--- src/rtl/mips_pkg.sv ---
// Shared types and constants for the MIPS pipeline slice: register and data
// widths, ALU function codes, forwarding-source encoding, the ID/EX slot
// layout and the forwarding match helper.
package mips_pkg;

  localparam int REG_W   = 5;
  localparam int DATA_W  = 32;
  localparam int ALU_F_W = 4;

  localparam logic [ALU_F_W-1:0] ALU_ADD  = 4'b0000;
  localparam logic [ALU_F_W-1:0] ALU_SUB  = 4'b0001;
  localparam logic [ALU_F_W-1:0] ALU_AND  = 4'b0010;
  localparam logic [ALU_F_W-1:0] ALU_OR   = 4'b0011;
  localparam logic [ALU_F_W-1:0] ALU_XOR  = 4'b0100;
  localparam logic [ALU_F_W-1:0] ALU_NOR  = 4'b0101;
  localparam logic [ALU_F_W-1:0] ALU_SLT  = 4'b0110;
  localparam logic [ALU_F_W-1:0] ALU_SLTU = 4'b0111;
  localparam logic [ALU_F_W-1:0] ALU_SLL  = 4'b1000;
  localparam logic [ALU_F_W-1:0] ALU_SRL  = 4'b1001;
  localparam logic [ALU_F_W-1:0] ALU_SRA  = 4'b1010;
  localparam logic [ALU_F_W-1:0] ALU_SLLV = 4'b1011;
  localparam logic [ALU_F_W-1:0] ALU_SRLV = 4'b1100;
  localparam logic [ALU_F_W-1:0] ALU_SRAV = 4'b1101;
  localparam logic [ALU_F_W-1:0] ALU_LUI  = 4'b1110;

  typedef enum logic [1:0] {
    FWD_NONE  = 2'd0,
    FWD_EXMEM = 2'd1,
    FWD_MEMWB = 2'd2
  } fwd_sel_t;

  // Contents of the EX slot held between ID and EX.
  typedef struct packed {
    logic                valid;
    logic [REG_W-1:0]    rs;
    logic [REG_W-1:0]    rt;
    logic [REG_W-1:0]    rd;
    logic [REG_W-1:0]    shamt;
    logic [ALU_F_W-1:0]  f;
    logic                alu_src;
    logic                reg_write;
    logic                mem_read;
    logic                mem_write;
    logic [DATA_W-1:0]   rs_data;
    logic [DATA_W-1:0]   rt_data;
    logic [DATA_W-1:0]   imm;
  } ex_slot_t;

  // True when a writing stage targets src; $0 is never a producer.
  function automatic logic src_match(input logic we,
                                     input logic [REG_W-1:0] rd,
                                     input logic [REG_W-1:0] src);
    return we && (rd != {REG_W{1'b0}}) && (rd == src);
  endfunction

endpackage

--- src/rtl/id_ex_stage_if.sv ---
// ID -> ID/EX handshake bundle: decoded operands, control and valid/ready.
interface id_ex_stage_if;
  import mips_pkg::*;

  logic               valid;
  logic               ready;
  logic [DATA_W-1:0]  rs_data;
  logic [DATA_W-1:0]  rt_data;
  logic [DATA_W-1:0]  imm;
  logic [REG_W-1:0]   rs;
  logic [REG_W-1:0]   rt;
  logic [REG_W-1:0]   rd;
  logic [REG_W-1:0]   shamt;
  logic [ALU_F_W-1:0] alu_f;
  logic               alu_src;
  logic               reg_write;
  logic               mem_read;
  logic               mem_write;

  modport master (
    output valid, rs_data, rt_data, imm, rs, rt, rd, shamt, alu_f,
           alu_src, reg_write, mem_read, mem_write,
    input  ready
  );

  modport slave (
    input  valid, rs_data, rt_data, imm, rs, rt, rd, shamt, alu_f,
           alu_src, reg_write, mem_read, mem_write,
    output ready
  );

endinterface

--- src/rtl/fwd_mux.sv ---
// Per-operand forwarding mux: compares a source register number against the
// EX/MEM and MEM/WB writers and selects the newest value. Without forwarding
// the same comparator doubles as the RAW hazard detector in id_ex_stage.
module fwd_mux
  import mips_pkg::*;
(
  input  logic [REG_W-1:0]  src,
  input  logic [DATA_W-1:0] reg_data,
  input  logic              exmem_we,
  input  logic [REG_W-1:0]  exmem_rd,
  input  logic [DATA_W-1:0] exmem_data,
  input  logic              memwb_we,
  input  logic [REG_W-1:0]  memwb_rd,
  input  logic [DATA_W-1:0] memwb_data,
  output logic [DATA_W-1:0] data,
  output fwd_sel_t          sel
);

  // Source select; the younger EX/MEM result wins over MEM/WB.
  always_comb begin
    sel = FWD_NONE;
    if (src_match(exmem_we, exmem_rd, src)) begin
      sel = FWD_EXMEM;
    end else if (src_match(memwb_we, memwb_rd, src)) begin
      sel = FWD_MEMWB;
    end else begin
      sel = FWD_NONE;
    end
  end

  // Data steering driven by the select.
  always_comb begin
    data = reg_data;
    case (sel)
      FWD_EXMEM: data = exmem_data;
      FWD_MEMWB: data = memwb_data;
      default:   data = reg_data;
    endcase
  end

endmodule

--- src/rtl/id_ex_stage.sv ---
// ID/EX pipeline stage: registers the decoded instruction, forwards EX/MEM
// and MEM/WB results into the ALU operands and interlocks on load-use.
// Optional feature macro: ID_EX_FORWARD_EN. When undefined, forwarding is
// removed and the stage stalls on any RAW hazard against EX or EX/MEM.
module id_ex_stage
  import mips_pkg::*;
(
  input  logic               clk,
  input  logic               rst_n,
  id_ex_stage_if.slave       id_bus,
  input  logic               flush,
  input  logic               freeze,
  input  logic               exmem_reg_write,
  input  logic [REG_W-1:0]   exmem_rd,
  input  logic [DATA_W-1:0]  exmem_result,
  input  logic               memwb_reg_write,
  input  logic [REG_W-1:0]   memwb_rd,
  input  logic [DATA_W-1:0]  memwb_result,
  output logic [DATA_W-1:0]  alu_a,
  output logic [DATA_W-1:0]  alu_b,
  output logic [ALU_F_W-1:0] alu_f,
  output logic [REG_W-1:0]   alu_shamt,
  output logic               ex_valid,
  output logic [REG_W-1:0]   ex_rd,
  output logic               ex_reg_write,
  output logic               ex_mem_read,
  output logic               ex_mem_write,
  output logic [DATA_W-1:0]  ex_store_data,
  output logic               load_use_stall
);

  ex_slot_t          slot_r;
  logic              stall_s;
  logic [DATA_W-1:0] rs_fwd_s;
  logic [DATA_W-1:0] rt_fwd_s;

`ifdef ID_EX_FORWARD_EN
  fwd_sel_t rs_sel_s;
  fwd_sel_t rt_sel_s;
  logic     unused_fwd_sel_s;

  fwd_mux u_fwd_rs (
    .src        (slot_r.rs),
    .reg_data   (slot_r.rs_data),
    .exmem_we   (exmem_reg_write),
    .exmem_rd   (exmem_rd),
    .exmem_data (exmem_result),
    .memwb_we   (memwb_reg_write),
    .memwb_rd   (memwb_rd),
    .memwb_data (memwb_result),
    .data       (rs_fwd_s),
    .sel        (rs_sel_s)
  );

  fwd_mux u_fwd_rt (
    .src        (slot_r.rt),
    .reg_data   (slot_r.rt_data),
    .exmem_we   (exmem_reg_write),
    .exmem_rd   (exmem_rd),
    .exmem_data (exmem_result),
    .memwb_we   (memwb_reg_write),
    .memwb_rd   (memwb_rd),
    .memwb_data (memwb_result),
    .data       (rt_fwd_s),
    .sel        (rt_sel_s)
  );

  assign unused_fwd_sel_s = ^{rs_sel_s, rt_sel_s};

  // Load-use: a load in EX cannot feed the instruction waiting in ID.
  always_comb begin
    stall_s = id_bus.valid && slot_r.valid && slot_r.mem_read &&
              (slot_r.rd != 5'd0) &&
              ((slot_r.rd == id_bus.rs) || (slot_r.rd == id_bus.rt));
  end
`else
  fwd_sel_t          rs_haz_sel_s;
  fwd_sel_t          rt_haz_sel_s;
  logic [DATA_W-1:0] rs_haz_data_s;
  logic [DATA_W-1:0] rt_haz_data_s;
  logic              unused_nofwd_s;

  // The EX slot and EX/MEM are the in-flight writers; MEM/WB is covered by
  // the register file writing before it is read.
  fwd_mux u_haz_rs (
    .src        (id_bus.rs),
    .reg_data   (32'h0000_0000),
    .exmem_we   (slot_r.valid & slot_r.reg_write),
    .exmem_rd   (slot_r.rd),
    .exmem_data (32'h0000_0000),
    .memwb_we   (exmem_reg_write),
    .memwb_rd   (exmem_rd),
    .memwb_data (32'h0000_0000),
    .data       (rs_haz_data_s),
    .sel        (rs_haz_sel_s)
  );

  fwd_mux u_haz_rt (
    .src        (id_bus.rt),
    .reg_data   (32'h0000_0000),
    .exmem_we   (slot_r.valid & slot_r.reg_write),
    .exmem_rd   (slot_r.rd),
    .exmem_data (32'h0000_0000),
    .memwb_we   (exmem_reg_write),
    .memwb_rd   (exmem_rd),
    .memwb_data (32'h0000_0000),
    .data       (rt_haz_data_s),
    .sel        (rt_haz_sel_s)
  );

  assign rs_fwd_s = slot_r.rs_data;
  assign rt_fwd_s = slot_r.rt_data;
  assign unused_nofwd_s = ^{rs_haz_data_s, rt_haz_data_s, exmem_result,
                            memwb_reg_write, memwb_rd, memwb_result,
                            slot_r.rs, slot_r.rt};

  // Any RAW hazard against an in-flight writer holds ID until it retires.
  always_comb begin
    stall_s = id_bus.valid &&
              ((rs_haz_sel_s != FWD_NONE) || (rt_haz_sel_s != FWD_NONE));
  end
`endif

  // Stage register: freeze holds, flush/stall/idle drain, else capture ID.
  always_ff @(posedge clk or negedge rst_n) begin
    if (!rst_n) begin
      slot_r <= '0;
    end else if (freeze) begin
      slot_r <= slot_r;
    end else if (flush || stall_s || !id_bus.valid) begin
      slot_r.valid     <= 1'b0;
      slot_r.reg_write <= 1'b0;
      slot_r.mem_read  <= 1'b0;
      slot_r.mem_write <= 1'b0;
    end else begin
      slot_r <= '{valid:     1'b1,
                  rs:        id_bus.rs,
                  rt:        id_bus.rt,
                  rd:        id_bus.rd,
                  shamt:     id_bus.shamt,
                  f:         id_bus.alu_f,
                  alu_src:   id_bus.alu_src,
                  reg_write: id_bus.reg_write,
                  mem_read:  id_bus.mem_read,
                  mem_write: id_bus.mem_write,
                  rs_data:   id_bus.rs_data,
                  rt_data:   id_bus.rt_data,
                  imm:       id_bus.imm};
    end
  end

  // ALU operands and EX control; control is gated so a bubble never writes.
  always_comb begin
    alu_a          = rs_fwd_s;
    alu_b          = slot_r.alu_src ? slot_r.imm : rt_fwd_s;
    alu_f          = slot_r.f;
    alu_shamt      = slot_r.shamt;
    ex_store_data  = rt_fwd_s;
    ex_valid       = slot_r.valid;
    ex_rd          = slot_r.valid ? slot_r.rd : 5'd0;
    ex_reg_write   = slot_r.valid & slot_r.reg_write;
    ex_mem_read    = slot_r.valid & slot_r.mem_read;
    ex_mem_write   = slot_r.valid & slot_r.mem_write;
    load_use_stall = stall_s;
    id_bus.ready   = !freeze && !stall_s;
  end

endmodule

--- src/flat_wrapper.sv ---
// flat-port wrapper written by rule: the top's interface ports become plain ports
module id_ex_stage_flat import mips_pkg::*;
  (clk, rst_n, flush, freeze, exmem_reg_write, exmem_rd, exmem_result, memwb_reg_write, memwb_rd, memwb_result, alu_a, alu_b, alu_f, alu_shamt, ex_valid, ex_rd, ex_reg_write, ex_mem_read, ex_mem_write, ex_store_data, load_use_stall, id_bus_valid, id_bus_rs_data, id_bus_rt_data, id_bus_imm, id_bus_rs, id_bus_rt, id_bus_rd, id_bus_shamt, id_bus_alu_f, id_bus_alu_src, id_bus_reg_write, id_bus_mem_read, id_bus_mem_write, id_bus_ready);
  id_ex_stage_if id_bus_i ();
  input  logic clk;
  input  logic rst_n;
  input  logic flush;
  input  logic freeze;
  input  logic exmem_reg_write;
  input  logic [REG_W-1:0] exmem_rd;
  input  logic [DATA_W-1:0] exmem_result;
  input  logic memwb_reg_write;
  input  logic [REG_W-1:0] memwb_rd;
  input  logic [DATA_W-1:0] memwb_result;
  output logic [DATA_W-1:0] alu_a;
  output logic [DATA_W-1:0] alu_b;
  output logic [ALU_F_W-1:0] alu_f;
  output logic [REG_W-1:0] alu_shamt;
  output logic ex_valid;
  output logic [REG_W-1:0] ex_rd;
  output logic ex_reg_write;
  output logic ex_mem_read;
  output logic ex_mem_write;
  output logic [DATA_W-1:0] ex_store_data;
  output logic load_use_stall;
  input wire logic [$bits(id_bus_i.valid)-1:0] id_bus_valid;
  input wire logic [$bits(id_bus_i.rs_data)-1:0] id_bus_rs_data;
  input wire logic [$bits(id_bus_i.rt_data)-1:0] id_bus_rt_data;
  input wire logic [$bits(id_bus_i.imm)-1:0] id_bus_imm;
  input wire logic [$bits(id_bus_i.rs)-1:0] id_bus_rs;
  input wire logic [$bits(id_bus_i.rt)-1:0] id_bus_rt;
  input wire logic [$bits(id_bus_i.rd)-1:0] id_bus_rd;
  input wire logic [$bits(id_bus_i.shamt)-1:0] id_bus_shamt;
  input wire logic [$bits(id_bus_i.alu_f)-1:0] id_bus_alu_f;
  input wire logic [$bits(id_bus_i.alu_src)-1:0] id_bus_alu_src;
  input wire logic [$bits(id_bus_i.reg_write)-1:0] id_bus_reg_write;
  input wire logic [$bits(id_bus_i.mem_read)-1:0] id_bus_mem_read;
  input wire logic [$bits(id_bus_i.mem_write)-1:0] id_bus_mem_write;
  output wire logic [$bits(id_bus_i.ready)-1:0] id_bus_ready;
  assign id_bus_i.valid = id_bus_valid;
  assign id_bus_i.rs_data = id_bus_rs_data;
  assign id_bus_i.rt_data = id_bus_rt_data;
  assign id_bus_i.imm = id_bus_imm;
  assign id_bus_i.rs = id_bus_rs;
  assign id_bus_i.rt = id_bus_rt;
  assign id_bus_i.rd = id_bus_rd;
  assign id_bus_i.shamt = id_bus_shamt;
  assign id_bus_i.alu_f = id_bus_alu_f;
  assign id_bus_i.alu_src = id_bus_alu_src;
  assign id_bus_i.reg_write = id_bus_reg_write;
  assign id_bus_i.mem_read = id_bus_mem_read;
  assign id_bus_i.mem_write = id_bus_mem_write;
  assign id_bus_ready = id_bus_i.ready;
  id_ex_stage u_core (.clk(clk), .rst_n(rst_n), .id_bus(id_bus_i), .flush(flush), .freeze(freeze), .exmem_reg_write(exmem_reg_write), .exmem_rd(exmem_rd), .exmem_result(exmem_result), .memwb_reg_write(memwb_reg_write), .memwb_rd(memwb_rd), .memwb_result(memwb_result), .alu_a(alu_a), .alu_b(alu_b), .alu_f(alu_f), .alu_shamt(alu_shamt), .ex_valid(ex_valid), .ex_rd(ex_rd), .ex_reg_write(ex_reg_write), .ex_mem_read(ex_mem_read), .ex_mem_write(ex_mem_write), .ex_store_data(ex_store_data), .load_use_stall(load_use_stall));
endmodule
--- config.mk ---
export PLATFORM = sky130hd
export DESIGN_NAME = id_ex_stage_flat
export DESIGN_NICKNAME = d
export VERILOG_FILES = /design/src/rtl/mips_pkg.sv /design/src/rtl/id_ex_stage_if.sv /design/src/rtl/fwd_mux.sv /design/src/rtl/id_ex_stage.sv /design/src/flat_wrapper.sv
export SDC_FILE = /design/constraint.sdc
export NUM_CORES = 1
export LEC_CHECK = 0
export BUFFER_PORTS_ARGS = -buffer_cell sky130_fd_sc_hd__buf_2
export CORE_AREA = 5 5 123 125
export CTS_CLUSTER_DIAMETER = 80
export DETAILED_ROUTE_END_ITERATION = 8
export DIE_AREA = 0 0 128 130
export PLACE_DENSITY_LB_ADDON = 0.2
export SYNTH_ARGS = -nofsm -noshare
export SYNTH_HDL_FRONTEND = slang
export SYNTH_SLANG_ARGS = --single-unit
--- constraint.sdc ---
create_clock -name clk -period 6.1 [get_ports clk]
set_input_delay 0.305 -clock clk [delete_from_list [all_inputs] [get_ports clk]]
set_output_delay 0.305 -clock clk [all_outputs]
set_load 0.005 [all_outputs]
==> reports/summary.txt <==
======================================================================================
Clock Skew ..............................................................      6.95 ps
Maximum clock path buffer count .........................................            2
Count of instances resized after the clock tree is built ................            0
Transition time at the pin with the least slew margin ...................       775 ps
Kind of launch point of the worst setup path ............................         flop
WHS Endpoint ............................................................ u_core.slot_r[1]
Peak per-stage delay on the critical path ...............................       630 ps
Register bit total from synthesis .......................................          115
Clock tree from TritonCTS ...............................................         done
Area growth, synth to finish ............................................        24.5%
Final setup fails .......................................................            0
Via count of the first global-routing pass ..............................         3903
Routed WL per cell ......................................................      16.3 um
Chip width ..............................................................       128 um
Startpoint of the worst hold path ....................................... id_bus_imm[1]
Power density relative to cell area .....................................  363 mW/mm^2
Hold path depth .........................................................            2
Post-DP HPWL ............................................................      9450 um
Non-Filler Cell Area, Final ............................................. 0.00714 mm^2
Total via count after detailed routing ..................................         3568
Synth top area share ....................................................        50.1%
Most used cells in the layout excluding fill and tap cells .............. buf_2 (249), dfrtp_1 (115), mux2_2 (97)
Maximum capacitance violations ..........................................            0
Clock Sink Count ........................................................          115
Post-detailed-placement cell area ....................................... 0.00653 mm^2
Launching point of the worst reg2reg path ............................... u_core.slot_r[111]
Weighted congestion reported at the end of routability-driven placement .        0.845
Cts bufs inserted .......................................................           17
Total global-route track usage ..........................................        15.4%
Grt total ovfl ..........................................................            0
DRT antenna net count ...................................................            0
Status .................................................................. finished, final reports clean
Final period util .......................................................        49.9%
Syn_area_per_cell .......................................................    14.4 um^2
Worst-path fanout max ...................................................           42
Worst Reg2Reg Path Length in Cells ......................................            5
Detailed route wirelength on metal2 .....................................      5840 um
Number of distinct standard cells referenced by the synthesized netlist .           21
Placement row count .....................................................           43
Hold-fix buffers at CTS .................................................            1
Worst path slowest cell .................................................        buf_4
Leading post-synthesis cells by cell area ............................... dfrtp_1 (50%), mux2_2 (19%), buf_4 (10%)
Initial detailed-routing violation count ................................          101
Layout cells sized above 1 ..............................................        70.8%
Util after Layout .......................................................        51.9%
Total core area .........................................................  0.0138 mm^2
Peak ir drop on the vdd network .........................................   0.000178 V
CP endpoint kind ........................................................         flop
Initial Utilization .....................................................        41.7%
Routed Wire Length ......................................................     12700 um
Die H ...................................................................       130 um
Met3 wire len ...........................................................      1370 um
Setup repair after global routing missed its margin .....................        false
CTS clk-pin slew, worst paths ...........................................        50 ps
Data required time at the worst endpoint ................................      6380 ps
Number of top-level design ports ........................................          321
Post-synthesis net count ................................................          604
Reg-to-reg slack, setup .................................................      3050 ps
Worst setup path category ...............................................   reg -> reg
Post-detailed-route DRC marker count ....................................            0
Design Power ............................................................      2590 uW
Global-route wire length before repair ..................................     19700 um
DR pass1 iterations .....................................................            4
Buffering stage count on the worst path with inverters included .........            1
Final hold viol count ...................................................            0
Netlist area before placement ........................................... 0.00574 mm^2
Number of antenna violations at the first check in global routing .......            1
Worst hold slack across all endpoints ...................................       119 ps
Shortest period the worst path allows ...................................      3050 ps
Worst slew slack as a fraction of its limit .............................        48.3%
Via/cell ratio ..........................................................         4.59
DRT met1 WL .............................................................      5110 um
Kind of path behind the tightest hold check .............................    in -> reg
Layout Nets .............................................................          788
Clock Latency Late Sink .................................................       400 ps
Final-report max-slew violation count ...................................            0
Total negative setup slack ..............................................         0 ps
Critical R2R Capture .................................................... u_core.slot_r[18]
Top routing layer used ..................................................         met4
Kind of cell with the highest combined delay on the critical path ....... compound AO/OA/AOI/OAI gates
Pin count of the biggest net entering global routing ....................           61
Buffer count from post-CTS setup fixing .................................            0
Critical Path, Cell by Cell ............................................. or4_1 > o21ai_1 > o221a_4 > buf_4 > mux2_2
CTS H-Tree Depth ........................................................            4
Number of warnings issued by yosys ......................................            0
Port bufs ...............................................................          250
Die ar. .................................................................  0.0166 mm^2
Leading cell type in the layout, fill and taps excluded .................        buf_2
CP arrival ..............................................................      3330 ps
Cell type with the largest total area after synthesis ...................      dfrtp_1
Clock root buffer master ................................................    clkbuf_16
Fraction of the yosys area taken by sequential cells ....................        50.1%
Post-synthesis cell count ...............................................          399
Maximum clock frequency .................................................      328 MHz
Total leakage power .....................................................   0.00354 uW
======================================================================================
cell families after synthesis:
logic type	share of synthesized area (%)
and+or+nand+nor	1.98
muxes	30.7
buffers and inverters	12.7
AOI/OAI and AO/OA	1.42
xor gates and xnor gates	3.05
DFF	50.1
metrics by stage:
step | cells | setup WS, ps
floorplan | 399 | 4010
global placement | 743 | 3090
detailed placement | 743 | 3050
CTS | 776 | 3010
global route | 777 | 2870
finish | 777 | 3050
where the power goes:
group / switching [uW] / total (uW) / internal, uW
logic: 221 / 584 / 363
clock network: 328 / 998 / 670
registers: 92.8 / 1010 / 917
Yosys cell counts:
cell type  count
o21ai_1        2
mux2_1         6
xor2_1        20
nor3_1         4
and2_1         9
a21o_1         1
o221a_1        1
a22oi_1        2
mux2_2        97
a21oi_1        1
dfrtp_1      115
or4_1          2
buf_8          1
o22ai_1        1
nor3b_1        1
buf_12         5
clkbuf_1       4
a22o_1         3
buf_4         80
mux2_4        40
nor2_1         4
sequential cells by signal (all words and copies together) (netlist names):
| name | count |
|---|---|
| u_core.slot_r | 41 |
| u_core.alu_a | 32 |
| u_core.ex_store_data | 32 |
| u_core.alu_shamt | 5 |
| u_core.alu_f | 4 |
| u_core.ex_valid | 1 |
worst register-to-register path: cells and delay by family, from the launching register on:
family          cells  cell delay (ps)
simple gates        1              560
compound gates      2              840
buf+inv             1              640
mux                 1              450
flops               1              440
worst max-delay path by stage:
| stage | startpoint | to | slack, ps | cells after the start |
|---|---|---|---|---|
| 2_1_floorplan | u_core.slot_r[111] | u_core.ex_store_data[30] | 4010 | 7 |
| 3_3_place_gp | u_core.slot_r[111] | u_core.slot_r[19] | 3090 | 5 |
| 3_5_place_dp | u_core.slot_r[111] | u_core.slot_r[12] | 3050 | 5 |
| 4_1_cts | u_core.slot_r[111] | u_core.slot_r[18] | 3010 | 5 |
| 5_1_grt | u_core.slot_r[111] | u_core.slot_r[13] | 2870 | 5 |
| 6_report | u_core.slot_r[111] | u_core.slot_r[18] | 3050 | 5 |
final cells by class:
cell class | instances | area [um^2]
clock inverters | 10 | 130
well taps | 180 | 225
repair buffers | 255 | 1290
multi-input cells | 194 | 2140
flip-flops and latches | 115 | 2880
fillers | 1231 | 6630
diodes | 1 | 2.50
clock buffers | 22 | 474
metal layers:
| layer | vias to the layer above | track usage (%) |
|---|---|---|
| met3 | 25 | 6.39 |
| met5 | - | 0 |
| met4 | 0 | 7.74 |
| met2 | 176 | 23.8 |
| li1 | 1677 | - |
| met1 | 1690 | 18.5 |
Power figures use the tool's default switching activity.
